File: config.mk
export PLATFORM = sky130hd
export DESIGN_NAME = display_blinker
export DESIGN_NICKNAME = d
export VERILOG_FILES = /design/src/rtl/display_pkg.sv /design/src/rtl/blink_timebase.sv /design/src/rtl/display_blinker.sv
export SDC_FILE = /design/constraint.sdc
export NUM_CORES = 1
export LEC_CHECK = 0
export ABC_AREA = 1
export CAP_MARGIN = 25
export CORE_MARGIN = 2
export CORE_UTILIZATION = 41
export DETAILED_ROUTE_END_ITERATION = 7
export GPL_ROUTABILITY_DRIVEN = 0
export PLACE_DENSITY_LB_ADDON = 0.25
export SYNTH_ARGS = -nofsm -noshare
export SYNTH_HDL_FRONTEND = slang
export SYNTH_SLANG_ARGS = --single-unit
File: constraint.sdc
create_clock -name clk_100hz -period 1.54 [get_ports clk_100hz]
set_input_delay 0.308 -clock clk_100hz [delete_from_list [all_inputs] [get_ports clk_100hz]]
set_output_delay 0.308 -clock clk_100hz [all_outputs]
set_load 0.01 [all_outputs]
File: src/rtl/display_pkg.sv
// display_pkg: shared constants and helpers for the display blinker path.
`default_nettype none

package display_pkg;

    localparam int          DEFAULT_DIGITS     = 4;
    localparam logic [3:0]  DEFAULT_BLANK_CODE = 4'hF;
    localparam int          HP_MAX_W           = 16;

    // A programmed half-period of zero is treated as one clock.
    function automatic logic [HP_MAX_W-1:0] hp_eff(input logic [HP_MAX_W-1:0] half_period);
        return (half_period == '0) ? HP_MAX_W'(1) : half_period;
    endfunction

endpackage

`default_nettype wire

File: src/rtl/blink_timebase.sv
// blink_timebase: half-period counter and phase bit; exposes next-phase for output alignment.
`default_nettype none

module blink_timebase
    import display_pkg::*;
#(
    parameter int DIV_W = 8
) (
    input  logic             clk_100hz,
    input  logic             rst_n,
    input  logic             active,
    input  logic [DIV_W-1:0] half_period,
    input  logic             restart,
    input  logic             resync,
    output logic             ph,
    output logic             ph_next
);

    logic [DIV_W-1:0]    cnt;
    logic [DIV_W-1:0]    cnt_next;
    logic [HP_MAX_W-1:0] hp;
    logic                at_end;

    assign hp     = hp_eff(HP_MAX_W'(half_period));
    // >= rather than == so a lowered half-period toggles at once instead of wrapping.
    assign at_end = (HP_MAX_W'(cnt) >= (hp - HP_MAX_W'(1)));

    always_comb begin
        cnt_next = cnt;
        ph_next  = ph;
        if (restart) begin
            cnt_next = '0;
            ph_next  = 1'b0;
        end else if (resync) begin
            cnt_next = '0;
            ph_next  = 1'b1;
        end else if (!active) begin
            cnt_next = '0;
            ph_next  = 1'b0;
        end else if (at_end) begin
            cnt_next = '0;
            ph_next  = ~ph;
        end else begin
            cnt_next = cnt + DIV_W'(1);
        end
    end

    always_ff @(posedge clk_100hz or negedge rst_n) begin
        if (!rst_n) begin
            cnt <= '0;
            ph  <= 1'b0;
        end else begin
            cnt <= cnt_next;
            ph  <= ph_next;
        end
    end

endmodule

`default_nettype wire

File: src/rtl/display_blinker.sv
// display_blinker: per-digit blanking of a registered digit vector on a programmable timebase.
// Optional feature macro: BLINK_EDGE_RESYNC_EN (newly enabled digits blank immediately).
`default_nettype none

module display_blinker
    import display_pkg::*;
#(
    parameter int             DIGITS     = DEFAULT_DIGITS,
    parameter int             DW         = 4,
    parameter int             DIV_W      = 8,
    parameter logic [DW-1:0]  BLANK_CODE = DW'(DEFAULT_BLANK_CODE)
) (
    input  logic                   clk_100hz,
    input  logic                   rst_n,
    input  logic [DIGITS*DW-1:0]   disp,
    input  logic [DIGITS-1:0]      blink_en,
    input  logic [DIV_W-1:0]       half_period,
    input  logic                   restart,
    output logic [DIGITS*DW-1:0]   out,
    output logic                   blank_phase
);

    logic ph;
    logic ph_next;
    logic resync;

`ifdef BLINK_EDGE_RESYNC_EN
    logic [DIGITS-1:0] blink_en_q;

    always_ff @(posedge clk_100hz or negedge rst_n) begin
        if (!rst_n) begin
            blink_en_q <= '0;
        end else begin
            blink_en_q <= blink_en;
        end
    end

    assign resync = |(blink_en & ~blink_en_q);
`else
    assign resync = 1'b0;
`endif

    blink_timebase #(
        .DIV_W (DIV_W)
    ) u_timebase (
        .clk_100hz   (clk_100hz),
        .rst_n       (rst_n),
        .active      (|blink_en),
        .half_period (half_period),
        .restart     (restart),
        .resync      (resync),
        .ph          (ph),
        .ph_next     (ph_next)
    );

    assign blank_phase = ph;

    // Muxing on ph_next keeps each registered digit aligned with blank_phase.
    for (genvar i = 0; i < DIGITS; i++) begin : g_digit
        always_ff @(posedge clk_100hz or negedge rst_n) begin
            if (!rst_n) begin
                out[i*DW +: DW] <= '0;
            end else begin
                out[i*DW +: DW] <= (blink_en[i] && ph_next) ? BLANK_CODE : disp[i*DW +: DW];
            end
        end
    end

endmodule

`default_nettype wire

# After elaboration in Yosys (flattened, before gate mapping)
# Cells that the tools add are included.
[totals]
word_cells = 27
reg_bits = 25
output_inout_bits = 17
inputBits = 31
[op_classes]
muxes = 11
order_cmp = 1
reduce_logical = 6
add_sub_neg = 2
n_bitwise = 1
[ops]
columns = ["cell", "count"]
rows = [
  ["8-bit two-way mux", 4],
  ["8-bit by 16-bit >= comparator with 1-bit output", 1],
  ["4-bit two-way mux", 4],
  ["16-bit by 1-bit subtractor with 16-bit output (second input constant)", 1],
  ["8-bit by 1-bit adder with 8-bit output (second input constant)", 1],
  ["8-bit zero test", 1],
  ["1-bit logical AND", 4],
  ["4-bit OR reduction", 1],
  ["1-bit two-way mux", 3],
  ["1-bit NOT", 1],
]

# Logic depth before layout (Yosys ltp)
# Gate-level depths: netlist of run 1.
[depth]
word_depth = 9
ltp_mapped = 20
mapped_depth_nobuf = 20

# Cells and area by module
# A second synthesis of run 1 with hierarchy kept.
[unflattened]
cells_unflattened = 159
area_unflattened_um2 = 1343.8
[by_module_without_submodules]
columns = ["mod", "seq_area_each_um2", "cells_per_inst", "area_per_inst_um2", "instances"]
rows = [
  ["blink_timebase", 225.2, 103, 793.3, 1],
  ["display_blinker", 400.4, 56, 550.5, 1],
]

# Least setup slack after synthesis of run 1
# No wires, ideal clock.
[synth_path]
path_kind = "input -> register"
startpoint = "in half_period[2]"
endpoint = "reg u_timebase.ph"
slack_ns = -0.904
required_ns = 1.420
arrival_ns = 2.324
path_stages = 18
path_buffers = 0
path_cell_list = "inv_2 > nand2_1 > nor2_1 > a21oi_1 > ha_1 > nand2_2 > nor2_2 > nand3_1 > xor2_1 > inv_1 > ha_1 > nand2_1 > a21oi_1 > nor2_1 > nand2_1 > nand2_2 > nand3_4 > and3_1"
[synth_via]
elab_chain_len = 7
[synth_lines]
columns = ["item", "line", "source"]
rows = [
  ["start, declared", "display_blinker.sv:17", "input logic [DIV_W-1:0] half_period,"],
  ["8-bit zero test", "display_pkg.sv:12", "return (half_period == '0) ? HP_MAX_W'(1) : half_period;"],
  ["8-bit two-way mux (*)", "display_pkg.sv:12", ""],
  ["16-bit by 1-bit subtractor with 16-bit output (*)", "blink_timebase.sv:26", "assign at_end = (HP_MAX_W'(cnt) >= (hp - HP_MAX_W'(1)));"],
  ["8-bit by 16-bit >= comparator with 1-bit output (*)", "blink_timebase.sv:26", ""],
  ["1-bit two-way mux (*)", "blink_timebase.sv:40", "end else if (at_end) begin"],
  ["1-bit two-way mux (*)", "blink_timebase.sv:37", "end else if (!active) begin"],
  ["1-bit two-way mux (*)", "blink_timebase.sv:31", "if (restart) begin"],
  ["via ph_next", "display_blinker.sv:24", "logic ph_next;"],
  ["end signal, assigned", "blink_timebase.sv:54", "ph <= ph_next;"],
  ["end, declared", "blink_timebase.sv:15", "output logic ph,"],
]
# The timed path passes the listed nets; every way through them passes the cells marked *.

# Worst setup path in the final report of run 1
[layout_path]
startpoint = "in half_period[2]"
endpoint = "reg u_timebase.cnt[5]"
[layout_via]
elab_chain_len = 7
[layout_lines]
columns = ["item", "line", "source"]
rows = [
  ["8-bit zero test", "display_pkg.sv:12", ""],
  ["8-bit two-way mux (*)", "display_pkg.sv:12", ""],
  ["16-bit by 1-bit subtractor with 16-bit output (*)", "blink_timebase.sv:26", ""],
  ["8-bit by 16-bit >= comparator with 1-bit output (*)", "blink_timebase.sv:26", ""],
  ["8-bit two-way mux (*)", "blink_timebase.sv:40", ""],
  ["8-bit two-way mux (*)", "blink_timebase.sv:37", ""],
  ["8-bit two-way mux (*)", "blink_timebase.sv:31", ""],
  ["via u_timebase.cnt_next[5]", "blink_timebase.sv:20", "logic [DIV_W-1:0] cnt_next;"],
  ["end signal, assigned", "blink_timebase.sv:53", "cnt <= cnt_next;"],
  ["end, declared", "blink_timebase.sv:19", "logic [DIV_W-1:0] cnt;"],
]
# Marked as above.

==> results.cfg, run 1 <==
[outcome]
run_status = finished with violations
violations = setup timing

[floorplan]
io_pins = 48
die_area_um2 = 3990
rows = 21
die_x_um = 63.2
die_y_um = 63.2
core_um2 = 3340
initial_core_util = 0.430

[clock_tree]
hold_buffers = 0
cts_tree = done
root_buffer = clkbuf_4
clk_pin_slew_worst_paths_ns = 0.13
cts_buffers = 3
cts_max_path_buffers = 2
worstSkewPairLatency_ns = 0.30
h-tree-depth = 1
cts_sinks = 25

[synthesis]
syn_avg_cell_area_um2 = 9.38
syn-cell-area_um2 = 1440
yosys_warnings = 0
seq_area_frac_synth = 0.436
synth_cell_types = 24
ys_seq_elements = 25
synth_nets = 195
synthCells = 153

[worst_setup_path]
r2r-start = u_timebase.cnt[7]
critPathKind = primary input to register
critPathLaunchType = primary input
critPathMostFrequentCell = nand2_2
crit_path_cell_trace = buf_8 -> inv_6 -> nand2_4 -> nor2_2 -> a21oi_2 -> ha_2 -> nand2_2 -> nor2_4 -> nand3_2 -> xor2_1 -> inv_1 -> ha_1 -> nand2_2 -> a21oi_2 -> nor2_1 -> nand2_1 -> nand2_2 -> buf_6 -> nand3_4 -> nor3b_2
slowest_delay_ns = 0.28
crit_path_end_kind = register
startpoint = half_period[2]
cpMaxStageDelayCell = ha_1
rrSetupSlack_ns = -0.20
arrival_ns = 2.52
r2r_cells = 8
path_max_fanout = 8
crit_required_ns = 1.78

[sta]
finalClockSkew_ns = 0.00677
setup_slack_ns = -0.740
fin_crit_ns = 2.28
fmax_mhz = 439
final_hold_viol_count = 0
maxSlewViolCount = 0
max_slew_margin = 0.694
setup_viol = 25
tightest_slew_ns = 0.456
rsz0062_at_grt = true
period_share = 1.48

[cells_and_area]
fin_nets = 285
final_common_cell = buf_4
fin_area_um2 = 2450
area_growth_pct = 70.5
antenna_cells = 0
final_cell_mix = buf_4 (37), clkdlybuf4s50_1 (31), inv_1 (26)
fin_cells = 288
drive_above_1_share = 0.421

[detailed_routing]
wl_um = 3150
drc = 0
drt-initial-drc-count = 7
firstDrtPassIters = 2
ant_nets = 0
viasPerCell = 4.41
detail_route.wl_per_cell_um = 10.9
vias = 1269

[placed_design]
dpl_cell_area_um2 = 2270
place_hpwl_um = 2540
placed_cells = 277
port_buffers = 47

[power_and_ir_drop]
p_leak_nw = 1.30
powerDensity_nw_per_um2 = 562
ir_worst_vdd_mv = 0.432
p_total_mw = 1.38

[global_routing]
grt_first_pass_wirelength_um = 5570
first_global_vias = 1339
grt-ovfl-total = 0
grt_max_degree = 26
grtUsageTotal = 0.172
antenna_found_initial = 0

[hold_path]
hp-class = primary input to async pin

[flow_run]
maxCapViolCount = 0
==> final cells by class <==
type	count	area (um2)
inverters	32	140
multi-input cells	96	807
flip-flops and latches	25	626
well taps	46	57.6
fillers	262	890
clock buffers	4	26.3
repair buffers	85	791
==> critical path: cells and delay by family <==
| family | cells | cell delay (ns) |
|---|---|---|
| xor gates and xnor gates | 1 | 0.13 |
| buffers and inverters | 4 | 0.29 |
| AOI/OAI and AO/OA | 2 | 0.21 |
| adders and majority gates | 2 | 0.49 |
| and+or+nand+nor | 11 | 1.08 |
==> cells in the mapped netlist <==
cell / instances / area [um2]
xnor2_1: 2 / 17.5
a21oi_2: 1 / 8.76
nand2_2: 6 / 37.5
inv_1: 27 / 101
nand2_4: 1 / 11.3
inv_2: 5 / 18.8
nor3_1: 2 / 10.0
nor2_4: 1 / 11.3
nand2_1: 30 / 113
dfrtp_1: 25 / 626
ha_1: 11 / 138
nor2_2: 2 / 12.5
nor2_1: 12 / 45.0
xor2_1: 7 / 61.3
nor3b_2: 1 / 12.5
nor4_1: 1 / 6.26
nand3b_1: 2 / 15.0
nor3_4: 1 / 16.3
a21oi_1: 4 / 20.0
nand3_1: 4 / 20.0
and3_1: 1 / 6.26
nand4_4: 4 / 85.1
nand3_4: 2 / 35.0
a21o_1: 1 / 7.51
==> stage by stage <==
stage               setup slack [ns]  setup TNS, ns  hold slack, ns   util
floorplan                     -0.780         -17.88          0.0124      -
global placement               -1.43         -35.21           0.531  0.679
detailed placement             -1.55         -37.76           0.535  0.679
CTS                           -0.728         -17.41           0.351  0.708
global route                  -0.886         -21.26           0.371  0.733
finish                        -0.740         -17.61           0.354  0.733
==> registers in the layout (all words and copies together), names as in the netlist <==
signal,count
u_timebase.ph,1
out,16
u_timebase.cnt,8
==> kinds of logic after synthesis <==
kind of cell / Yosys count / synth area share
AOI/OAI and AO/OA: 6 / 0.0253
xor gates and xnor gates: 9 / 0.0549
adders and majority gates: 11 / 0.0959
buffers and inverters: 32 / 0.0837
DFF: 25 / 0.436
and+or+nand+nor: 70 / 0.304
==> repair_timing <==
item | CTS | global route
endpoints found under the setup margin | 26 | 32
gates resized for setup | 54 | 26
pin swaps | 20 | 21
hold endpoints to repair | 0 | 0
setup buffers | 5 | 2
==> power by group <==
part,internal (mW),switching (mW)
Clock,0.101,0.177
Sequential,0.687,0.0111
Combinational,0.221,0.177
==> metal layers <==
| metal | share of wire | up-vias | global-route usage | wire, um |
|---|---|---|---|---|
| li1 | - | 647 | - | - |
| met4 | 0.016 | 0 | 0.0500 | 51 |
| met5 | 0 | - | 0 | 0 |
| met3 | 0.048 | 6 | 0.0286 | 152 |
| met2 | 0.55 | 35 | 0.328 | 1740 |
| met1 | 0.38 | 581 | 0.195 | 1200 |
==> worst paths after layout <==
kind,to
worst max-delay path,u_timebase.cnt[5]
worst min-delay path,u_timebase.cnt[7]
worst max register to register,u_timebase.cnt[5]
worst min register to register,u_timebase.cnt[0]
max in group asynchronous,u_timebase.cnt[1]
min in group clk_100hz,out[1]
No activity file was read; power rests on OpenSTA's default activity.
==> run 2: changes to the inputs <==
--- a/config.mk
+++ b/config.mk
@@ -9,6 +9,7 @@
 export CAP_MARGIN = 25
 export CORE_MARGIN = 2
 export CORE_UTILIZATION = 41
+export CTS_CLUSTER_SIZE = 25
 export DETAILED_ROUTE_END_ITERATION = 7
 export GPL_ROUTABILITY_DRIVEN = 0
 export PLACE_DENSITY_LB_ADDON = 0.25
==> results of run 2 <==
No change in the layout: final DEF, timing and power equal those of run 1.
==> run 3: changes to the inputs <==
--- a/config.mk
+++ b/config.mk
@@ -7,7 +7,7 @@
 export LEC_CHECK = 0
 export ABC_AREA = 1
 export CAP_MARGIN = 25
-export CORE_MARGIN = 2
+export CORE_MARGIN = 3
 export CORE_UTILIZATION = 41
 export CTS_CLUSTER_SIZE = 25
 export DETAILED_ROUTE_END_ITERATION = 7
==> constraint.sdc (replaced) <==
create_clock -name clk_100hz -period 1.8 [get_ports clk_100hz]
set_input_delay 0.36 -clock clk_100hz [delete_from_list [all_inputs] [get_ports clk_100hz]]
set_output_delay 0.36 -clock clk_100hz [all_outputs]
set_load 0.01 [all_outputs]
==> results.cfg, run 3 (synthesis results as in run 1) <==
[outcome]
run_status = finished with violations
violations = setup timing

[floorplan]
initial_core_util = 0.448
io_pins = 48
die_area_um2 = 4250
rows = 20
core_um2 = 3200
die_y_um = 65.2
die_x_um = 65.2

[hold_path]
hp-class = primary input to async pin

[worst_setup_path]
critPathKind = primary input to register
crit_required_ns = 2.04
path_max_fanout = 8
arrival_ns = 2.51
crit_path_end_kind = register
critPathLaunchType = primary input

[sta]
fmax_mhz = 440
rsz0062_at_grt = true
final_hold_viol_count = 0
fin_setup_tns_ns = -10.89
maxSlewViolCount = 0
finalClockSkew_ns = 0.00309
setup_viol = 25
setup_slack_ns = -0.473
hold_slack_ns = 0.398
max_slew_margin = 0.689
period_share = 1.26
tightest_slew_ns = 0.462
fin_crit_ns = 2.27

[clock_tree]
worstSkewPairLatency_ns = 0.30
cts_sinks = 25
root_buffer = clkbuf_4
h-tree-depth = 1
clk_pin_slew_worst_paths_ns = 0.12
cts_buffers = 3
cts_tree = done
hold_buffers = 0
cts_max_path_buffers = 2

[global_routing]
globalRouteMet3Util = 0.0410
grt_max_degree = 26
grt-ovfl-total = 0
grtUsageMet1 = 0.197
first_global_vias = 1382
use_met2 = 0.324
busiest_layer = met2
antenna_found_initial = 0
grtUsageTotal = 0.174
grt_first_pass_wirelength_um = 5860

[detailed_routing]
wl_um = 3300
ant_nets = 0
vias = 1219
detail_route.wl_per_cell_um = 12.2
drt-initial-drc-count = 29
viasPerCell = 4.51
drc = 0
firstDrtPassIters = 4

[cells_and_area]
largest_reg_flops = 16
regMostFlops = out
top_regs = out (16), u_timebase.cnt (8), u_timebase.ph (1)
final_cell_mix = clkdlybuf4s50_1 (39), inv_1 (26), dfrtp_1 (25)
area_growth_pct = 62.9
final_common_cell = clkdlybuf4s50_1
fin_nets = 269
antenna_cells = 0
drive_above_1_share = 0.341

[power_and_ir_drop]
p_clk_frac = 0.203
p_leak_nw = 1.15
internal_power_uw = 853
seq_power_share = 0.517
ir_worst_vdd_mv = 0.430
swShare = 0.266
powerDensity_nw_per_um2 = 497
switchingPower_uw = 310
comb_power_share = 0.280

[placed_design]
port_buffers = 47
pre_cts_slack_ns = -1.32
place_hpwl_um = 2570

[flow_run]
maxCapViolCount = 0
-- run 3: changes by cell type in the layout (fill, tap and decap cells not counted), moves of 2 or more --
cell	delta
buf_4	-16
clkdlybuf4s50_1	+8
dlymetal6s2s_1	-7
ha_1	-2
ha_4	+2
nand2_1	+8
nand2_2	-10
nor2_1	+3
nor2_2	-3
nor3_2	-2
-- run 3: final timing paths --
| check | cells after the start | endpoint | start | slack, ns |
|---|---|---|---|---|
| worst max-delay path | 20 | u_timebase.cnt[5] | half_period[1] | -0.47 |
| worst min-delay path | 2 | u_timebase.cnt[0] | rst_n | 0.40 |
| worst max register to register | 9 | u_timebase.cnt[5] | u_timebase.cnt[3] | 0.08 |
| worst min register to register | 1 | u_timebase.cnt[0] | u_timebase.cnt[0] | 0.50 |
| max in group asynchronous | 2 | out[14] | rst_n | 1.17 |
| min in group clk_100hz | 1 | u_timebase.cnt[0] | u_timebase.cnt[0] | 0.50 |
-- run 3: area by class of cell --
type	instances	area, um2
fillers	253	866
well taps	44	55.1
repair buffers	69	658
inverters	32	140
multi-input cells	96	832
flip-flops and latches	25	626
clock buffers	4	26.3
-- run 3: routing by layer --
metal | vias up | wire, um
li1 | 623 | -
met1 | 564 | 1260
met2 | 30 | 1840
met3 | 2 | 190
met4 | 0 | 12
met5 | - | 0
-- run 3: worst max-delay path, cell delays in order --
cell and delay (ns):
buf_6 0.10, nor2_4 0.15, nand2_8 0.08, nor2_4 0.09, a21oi_2 0.07, ha_2 0.20
nand2_2 0.07, nor2_4 0.04, nand3_2 0.05, xor2_1 0.16, inv_1 0.09, ha_4 0.25
nand2_4 0.08, a21oi_2 0.04, nor2_1 0.08, nand2_1 0.07, nand2_2 0.11, buf_6 0.12
nand3_4 0.10, nor3b_2 0.20
-- run 3: power groups by stage --
stage | Clock, mW | Sequential, mW | Combinational [mW]
2_1_floorplan | 0 | 0.622 | 0.106
3_3_place_gp | 0 | 0.612 | 0.284
3_5_place_dp | 0 | 0.612 | 0.295
4_1_cts | 0.251 | 0.602 | 0.314
5_1_grt | 0.271 | 0.606 | 0.358
6_report | 0.236 | 0.601 | 0.325
-- run 3: stage by stage --
step	instances	utilization	power [mW]	area (um2)
2_1_floorplan	153	-	0.728	1510
3_3_place_gp	261	0.674	0.896	2160
3_5_place_dp	261	0.674	0.907	2160
4_1_cts	268	0.705	1.17	2260
5_1_grt	270	0.730	1.24	2340
6_report	270	0.730	1.16	2340
-- run 3: timing repair --
action                                  CTS  global route
buffers inserted                          3             2
pin swaps                                21            18
endpoints found under the setup margin   25            25
gates resized for setup                  53            13
